==> config.mk <==
export PLATFORM = sky130hd
export DESIGN_NAME = cond_unit
export DESIGN_NICKNAME = d
export VERILOG_FILES = /design/src/rtl/cond_unit.sv
export SDC_FILE = /design/constraint.sdc
export NUM_CORES = 1
export LEC_CHECK = 0
export CELL_PAD_IN_SITES_DETAIL_PLACEMENT = 1
export CELL_PAD_IN_SITES_GLOBAL_PLACEMENT = 2
export CORE_ASPECT_RATIO = 1.25
export CORE_MARGIN = 2
export CORE_UTILIZATION = 18
export CTS_CLUSTER_DIAMETER = 200
export DETAILED_ROUTE_END_ITERATION = 10
export PLACE_DENSITY = 0.78
export REMOVE_ABC_BUFFERS = 1
export SLEW_MARGIN = 10
export SYNTH_ARGS = -nofsm -noshare
export SYNTH_HDL_FRONTEND = slang
export SYNTH_SLANG_ARGS = --single-unit
==> constraint.sdc <==
create_clock -name clk -period 2.6 [get_ports clk]
set_input_delay 0.52 -clock clk [delete_from_list [all_inputs] [get_ports clk]]
set_output_delay 0.52 -clock clk [all_outputs]
set_load 0.05 [all_outputs]
==> src/rtl/cond_unit.sv <==
`default_nettype none
// ============================================================================
//  Module   : cond_unit
//  Purpose  : Conditional-execution unit. Holds the architectural NZCV flag
//             register, evaluates the ARM-style 4-bit condition field against
//             it, and gates the decoder's write strobes so that an instruction
//             whose condition fails leaves no architectural side effects.
//             It can also count squashed instructions.
//
//  Ports    : clk         - system clock, rising edge
//             reset       - synchronous, active-high reset
//             Cond        - condition field, Instr[31:28]
//             ALUFlags    - {N,Z,C,V} from the ALU this cycle
//             FlagW       - flag write request ([1] N,Z  [0] C,V)
//             PCS         - decoder PC-write request
//             RegW        - decoder register-file write request
//             MemW        - decoder memory write request
//             NoWrite     - compare-class instruction, suppresses RegWrite
//             Stall       - hold flag register and squash counter
//             PCSrc       - gated PC write
//             RegWrite    - gated register-file write
//             MemWrite    - gated memory write
//             CondEx      - condition passed
//             Flags       - registered {N,Z,C,V}
//             SquashCount - saturating count of squashed instructions
//
//  Options  : COND_SQUASH_CNT_EN - when defined, the squash counter is built.
//             When undefined, SquashCount is tied to zero and no counter
//             flops exist; the port is kept so the interface is unchanged.
//
//  Revision : 1.0 - initial release
// ============================================================================
module cond_unit #(
   parameter int CNT_W = 16
) (
   input  logic             clk,
   input  logic             reset,
   input  logic [3:0]       Cond,
   input  logic [3:0]       ALUFlags,
   input  logic [1:0]       FlagW,
   input  logic             PCS,
   input  logic             RegW,
   input  logic             MemW,
   input  logic             NoWrite,
   input  logic             Stall,
   output logic             PCSrc,
   output logic             RegWrite,
   output logic             MemWrite,
   output logic             CondEx,
   output logic [3:0]       Flags,
   output logic [CNT_W-1:0] SquashCount
);

   // -------------------------------------------------------------------------
   // Architectural flag register {N,Z,C,V}
   // -------------------------------------------------------------------------
   logic [3:0] r_flags;
   logic       w_cond_ex;
   logic [1:0] w_flag_write;

   logic w_n;
   logic w_z;
   logic w_c;
   logic w_v;

   assign w_n = r_flags[3];
   assign w_z = r_flags[2];
   assign w_c = r_flags[1];
   assign w_v = r_flags[0];

   // -------------------------------------------------------------------------
   // Condition evaluation. Uses only the registered flags, so flags produced
   // by the current instruction become visible to the next one.
   // -------------------------------------------------------------------------
   always_comb begin
      w_cond_ex = 1'b0;
      case (Cond)
         4'b0000: w_cond_ex = w_z;                      // EQ
         4'b0001: w_cond_ex = ~w_z;                     // NE
         4'b0010: w_cond_ex = w_c;                      // CS
         4'b0011: w_cond_ex = ~w_c;                     // CC
         4'b0100: w_cond_ex = w_n;                      // MI
         4'b0101: w_cond_ex = ~w_n;                     // PL
         4'b0110: w_cond_ex = w_v;                      // VS
         4'b0111: w_cond_ex = ~w_v;                     // VC
         4'b1000: w_cond_ex = w_c & ~w_z;               // HI
         4'b1001: w_cond_ex = ~w_c | w_z;               // LS
         4'b1010: w_cond_ex = ~(w_n ^ w_v);             // GE
         4'b1011: w_cond_ex = w_n ^ w_v;                // LT
         4'b1100: w_cond_ex = ~w_z & ~(w_n ^ w_v);      // GT
         4'b1101: w_cond_ex = w_z | (w_n ^ w_v);        // LE
         4'b1110: w_cond_ex = 1'b1;                     // AL
         default: w_cond_ex = 1'b0;                     // reserved: squash
      endcase
   end

   // -------------------------------------------------------------------------
   // Strobe gating (zero latency)
   // -------------------------------------------------------------------------
   assign CondEx       = w_cond_ex;
   assign PCSrc        = PCS  & w_cond_ex;
   assign RegWrite     = RegW & w_cond_ex & ~NoWrite;
   assign MemWrite     = MemW & w_cond_ex;
   assign w_flag_write = FlagW & {2{w_cond_ex}};

   // The N,Z and C,V halves are written independently; an unwritten half
   // keeps its previous value.
   always_ff @(posedge clk) begin
      if (reset) begin
         r_flags <= 4'b0000;
      end else if (!Stall) begin
         if (w_flag_write[1]) begin
            r_flags[3:2] <= ALUFlags[3:2];
         end
         if (w_flag_write[0]) begin
            r_flags[1:0] <= ALUFlags[1:0];
         end
      end
   end

   assign Flags = r_flags;

   // -------------------------------------------------------------------------
   // Squash counter
   // -------------------------------------------------------------------------
`ifdef COND_SQUASH_CNT_EN
   localparam logic [CNT_W-1:0] c_cnt_one = CNT_W'(1);

   logic [CNT_W-1:0] r_squash_cnt;
   logic             w_any_req;
   logic             w_squash;

   // A squash is a failed instruction that actually requested a side
   // effect; instructions with every strobe low are not counted.
   assign w_any_req = PCS | RegW | MemW | (|FlagW);
   assign w_squash  = ~Stall & ~w_cond_ex & w_any_req;

   // Saturates at all-ones rather than wrapping.
   always_ff @(posedge clk) begin
      if (reset) begin
         r_squash_cnt <= '0;
      end else if (w_squash && (r_squash_cnt != {CNT_W{1'b1}})) begin
         r_squash_cnt <= r_squash_cnt + c_cnt_one;
      end
   end

   assign SquashCount = r_squash_cnt;
`else
   assign SquashCount = '0;
`endif

endmodule
`default_nettype wire

# Word-level counts from Yosys, hierarchy flattened

Cells that the tools add are included.

Flip-flop bits (word level): 4
Latch bits: 0
Output and inout bits: 24
Word-level logic and storage cells: 37
Bits of input ports: 17
Memory bits (writable): 0
Memory bits (read-only): 0
Memories: 0

Mux-type cells: 1
Bitwise gates (word level): 17
Reduce and logical (&&, ||, !) cells: 3
Order comparisons: 0
Equal/unequal tests: 14
$mul: 0
Shift operators: 0
$add $sub $neg: 0
Divide/modulo/power cells: 0

Operators with widths:

| operator           | count |
|---|---|
| $eq 4x4->1 const B | 7 |
| $eq 4x3->1 const B | 4 |
| $pmux 1 s15        | 1 |
| $eq 4x2->1 const B | 2 |
| $not 1->1          | 7 |
| $and 1x1->1        | 6 |
| $eq 4x1->1 const B | 1 |
| $logic_not 4->1    | 1 |
| $reduce_and 2->1   | 2 |
| $and 2x2->2        | 1 |
| $or 1x1->1         | 2 |
| $xor 1x1->1        | 1 |

# Longest topological paths before layout

Depth after elaboration: 6
Depth in mapped cells: 6
Mapped depth without buffers: 5

# Worst setup path after synthesis

Ideal clock, no wire load.

Path type: register to output
Start point: register r_flags[2] (netlist: Flags[2])
End point: output RegWrite
Data required time: 2080 ps
Data arrival time: 2401 ps
Stages on the path, launching flop included: 6
Path slack: -321 ps
Cells stage by stage: dfxtp_1 and3b_1 a22oi_1 mux2i_1 nand3_2 and3b_1

Word-level cells in the longest chain between the ends: 5
Elaborated cells on any way between the ends: 8

Ends and longest elaborated chain:

| element                        | RTL line   | RTL |
|---|---|---|
| start, declared                | 57         | `logic [3:0] r_flags;` |
| start signal, assigned         | 113        | `r_flags[3:2] <= ALUFlags[3:2];` |
| $not 1->1                      | 79, 86, 90 |  |
| $and 1x1->1 (on tied branches) | 90, 86     |  |
| $pmux 1 s15 *                  | 77         | `case (Cond)` |
| net CondEx                     | 49         | `output logic CondEx,` |
| $and 1x1->1 * (2 in a row)     | 102        | `assign RegWrite = RegW & w_cond_ex & ~NoWrite;` |
| end, declared                  | 47         | `output logic RegWrite,` |

The timed path passes the listed nets; every way through them passes the cells marked *.

# Worst setup path in the final report

Start point: input Cond[1]
End point: output RegWrite

Word-level cells in the longest chain between the ends: 4
Elaborated cells on any way between the ends: 18

Ends and longest elaborated chain:

| element                            | RTL line | RTL |
|---|---|---|
| start, declared                    | 38       | `input logic [3:0] Cond,` |
| $eq 4x4->1 (tied with other cells) | 77       |  |
| $pmux 1 s15 *                      | 77       |  |
| $and 1x1->1 * (2 in a row)         | 102      |  |

Every way passes the cells marked *; elsewhere a longest branch is shown, timed or not.

==> impl_metrics.toml <==
[sta]
finalClockSkew_ns = 0.003144
min_period_ns = 2.490
hold_violations = 0
relSlewSlack = 0.6643
layout_worst_path_cycle_share = 0.9576
finalSetupViolations = 0
worst-slew-pin-transition_ns = 0.5020
finalMaxSlewViolations = 0
unrepaired_setup_endpoints_after_global_routing = "no"
fmax_ghz = 0.4017

[hold_path]
hold-path-cell-count = 2
hold_path_class = "flop to flop"
min_from = "Flags[3]"
hold_crit_endpoint = "Flags[3]"

[finish]
antenna_cells_inserted = 0
fraction_of_layout_cells_with_a_size_suffix_above_1 = 0.2762
fin_util = 0.2886
fillerInstances = 395
fin_nets = 124
flow.area_growth_from_synthesis_pct = 52.13
register_area_um2 = 80.08
max_ffs_per_register = 4
multi_input_comb_area_um2 = 454.2

[place]
place.detailed.hpwl_um = 1420
place.port_buffers = 24
gp_congestion = 0.7984

[synth]
yosys_warnings = 0
synth_seq_area_share = 0.1298
postSynthAreaPerCell_um2 = 9.071
postSynth.asyncResetShare = 0
number_of_synthesized_register_bits = 4
synth-edff-count = 0
syn-instance-count = 68
cell_area_after_synthesis_um2 = 616.8
synth.lib_cells_used.distinct = 30
synth-main-ff-cell = "dfxtp_1"

[clock_tree]
ctsHoldBuffers = 0
clock_tree_from_tritoncts = "built"
max-clock-path-buffers = 2
clock_latency_on_the_worst_skew_pair_ns = 0.22
number_of_clock_sinks_seen_by_cts = 4
ctsRootBufferMaster = "clkbuf_8"
ctsHtreeMaxLevel = 1
cts_inserted_buffers = 3
clk_pin_slew_ns = 0.03

[floorplanning]
dieArea_mm2 = 0.003914
die_h_um = 69.45
floorplan.initialDensity = 0.1897
floorplan.core_area_mm2 = 0.003252
fp.dieW_um = 56.36
ioPinCount = 41
std_cell_rows = 23

[detailed_routing]
wl_um = 1609
drt_first_pass_iters = 4
drt_drc_violations_left = 0
dr_total_vias = 574
iter_0_drt_violations = 10
viasPerCell = 4.042
route.antenna.remaining_nets = 0
wire_per_inst_um = 11.33

[grt]
global_route_wire_length_before_repair_um = 2718
antenna_violations_before_repair = 0
overflow = 0
grt_pass1_vias = 612
grt_use_total = 0.08785
pin_count_of_the_biggest_net_entering_global_routing = 9

[setup_path]
reg2reg_from = "Flags[0]"
critical_path_endpoint_category = "output pin"
worst_setup_path_start_kind = "primary input"
critPathArrivalTime_ns = 1.97
worst-r2r-setup-slack_ns = 0.69
worst-setup-path-type = "primary input to output pin"
critical_path.max_fanout = 4
worst_r2r_path_cells = 8
worstReg2RegEnd = "Flags[3]"
worstPathRequired_ns = 2.08

[power_and_ir_drop]
ir_drop_uv = 174.1
cellLeakagePower_nw = 0.4001
power_density_mw_per_mm2 = 418.2
finalPower_uw = 392.5

[outcome]
outcome = "completed"

[flow_run]
maxCapViolations = 0
-- Yosys cell counts (all sizes together) (3+ instances only) --
master	count	area, µm²
buf	17	131.4
nand2b	7	43.79
mux2i	5	50.05
dfxtp	4	80.08
and3b	3	27.53
or2b	3	22.52
-- cells in the final DEF (no fill, tap or decap), types with 2 or more instances in the layout --
cell type and count:
a311oi_4 2, and2_1 2, and3b_1 2, buf_4 16, clkbuf_2 2, clkbuf_8 3, clkdlybuf4s50_1 17, conb_1 16
dfxtp_1 4, inv_1 2, mux2i_1 5, nand2_1 2, nand2b_1 7, nor2b_1 2, nor3b_1 2, or2b_1 3
xnor2_1 2
-- cell families (layout without fill, tap and decap cells) --
kind of cell | count (synthesis) | after routing | share of synthesized area
simple gates | 26 | 26 | 0.2982
buf+inv | 19 | 41 | 0.2252
compound gates | 10 | 10 | 0.2171
mux | 5 | 5 | 0.08114
flops | 4 | 4 | 0.1298
xor+xnor | 3 | 3 | 0.04260
other cells | 1 | 16 | 0.006079
-- worst max path at each step --
stage	startpoint	to	slack, ns	cells past startpoint
floorplan	Flags[2]	RegWrite	-0.32	5
finish	Cond[1]	RegWrite	0.11	6
global placement	Cond[0]	RegWrite	-0.21	7
detailed placement	Cond[0]	RegWrite	-0.31	7
CTS	Cond[2]	RegWrite	0.02	7
global route	Cond[3]	RegWrite	0.009	7
-- stage by stage --
stage | hold WS, ns | cells | area, µm² | setup slack, ns | TNS [ns]
3_5_place_dp | 0.5949 | 137 | 893.4 | -0.3080 | -1.155
2_1_floorplan | 0.6747 | 66 | 541.8 | -0.3208 | -0.9427
6_report | 0.5931 | 142 | 938.4 | 0.1103 | 0
3_3_place_gp | 0.5721 | 137 | 893.4 | -0.2112 | -0.8017
5_1_grt | 0.6362 | 142 | 938.4 | 0.008979 | 0
4_1_cts | 0.6018 | 141 | 939.7 | 0.01743 | 0
-- worst max-delay path, cell delays in order --
cell	delay, ns
clkdlybuf4s50_1	0.51
and3b_2	0.22
mux2i_1	0.21
nand3_2	0.14
and3b_1	0.19
buf_4	0.19
-- report_power, final --
group	internal (mW)	switching [mW]
combinational	0.0703	0.122
sequential	0.0645	0.00473
clock	0.0987	0.0324
total	0.234	0.159
-- area by class of cell --
cell class | instances | area share
clock buffer | 3 | 0.04400
inverter | 2 | 0.008000
multi-input combinational | 60 | 0.4840
sequential | 4 | 0.08533
tap | 37 | 0.04933
timing repair buffer | 36 | 0.3293
-- layer usage --
| layer | GRT usage | up-vias | wire length (µm) |
|---|---|---|---|
| li1 | - | 279 | - |
| met1 | 0.07511 | 265 | 545 |
| met2 | 0.1739 | 27 | 919 |
| met3 | 0.02612 | 3 | 117 |
| met4 | 0.04762 | 0 | 27 |
| met5 | 0 | - | 0 |
-- timing repair --
action / in CTS / in global routing
setup buffers: 1 / 1
resized for setup: 4 / 3
setup endpoints to repair: 4 / 3
pin swaps: 2 / 0
No activity file was read; power rests on OpenSTA's default activity.
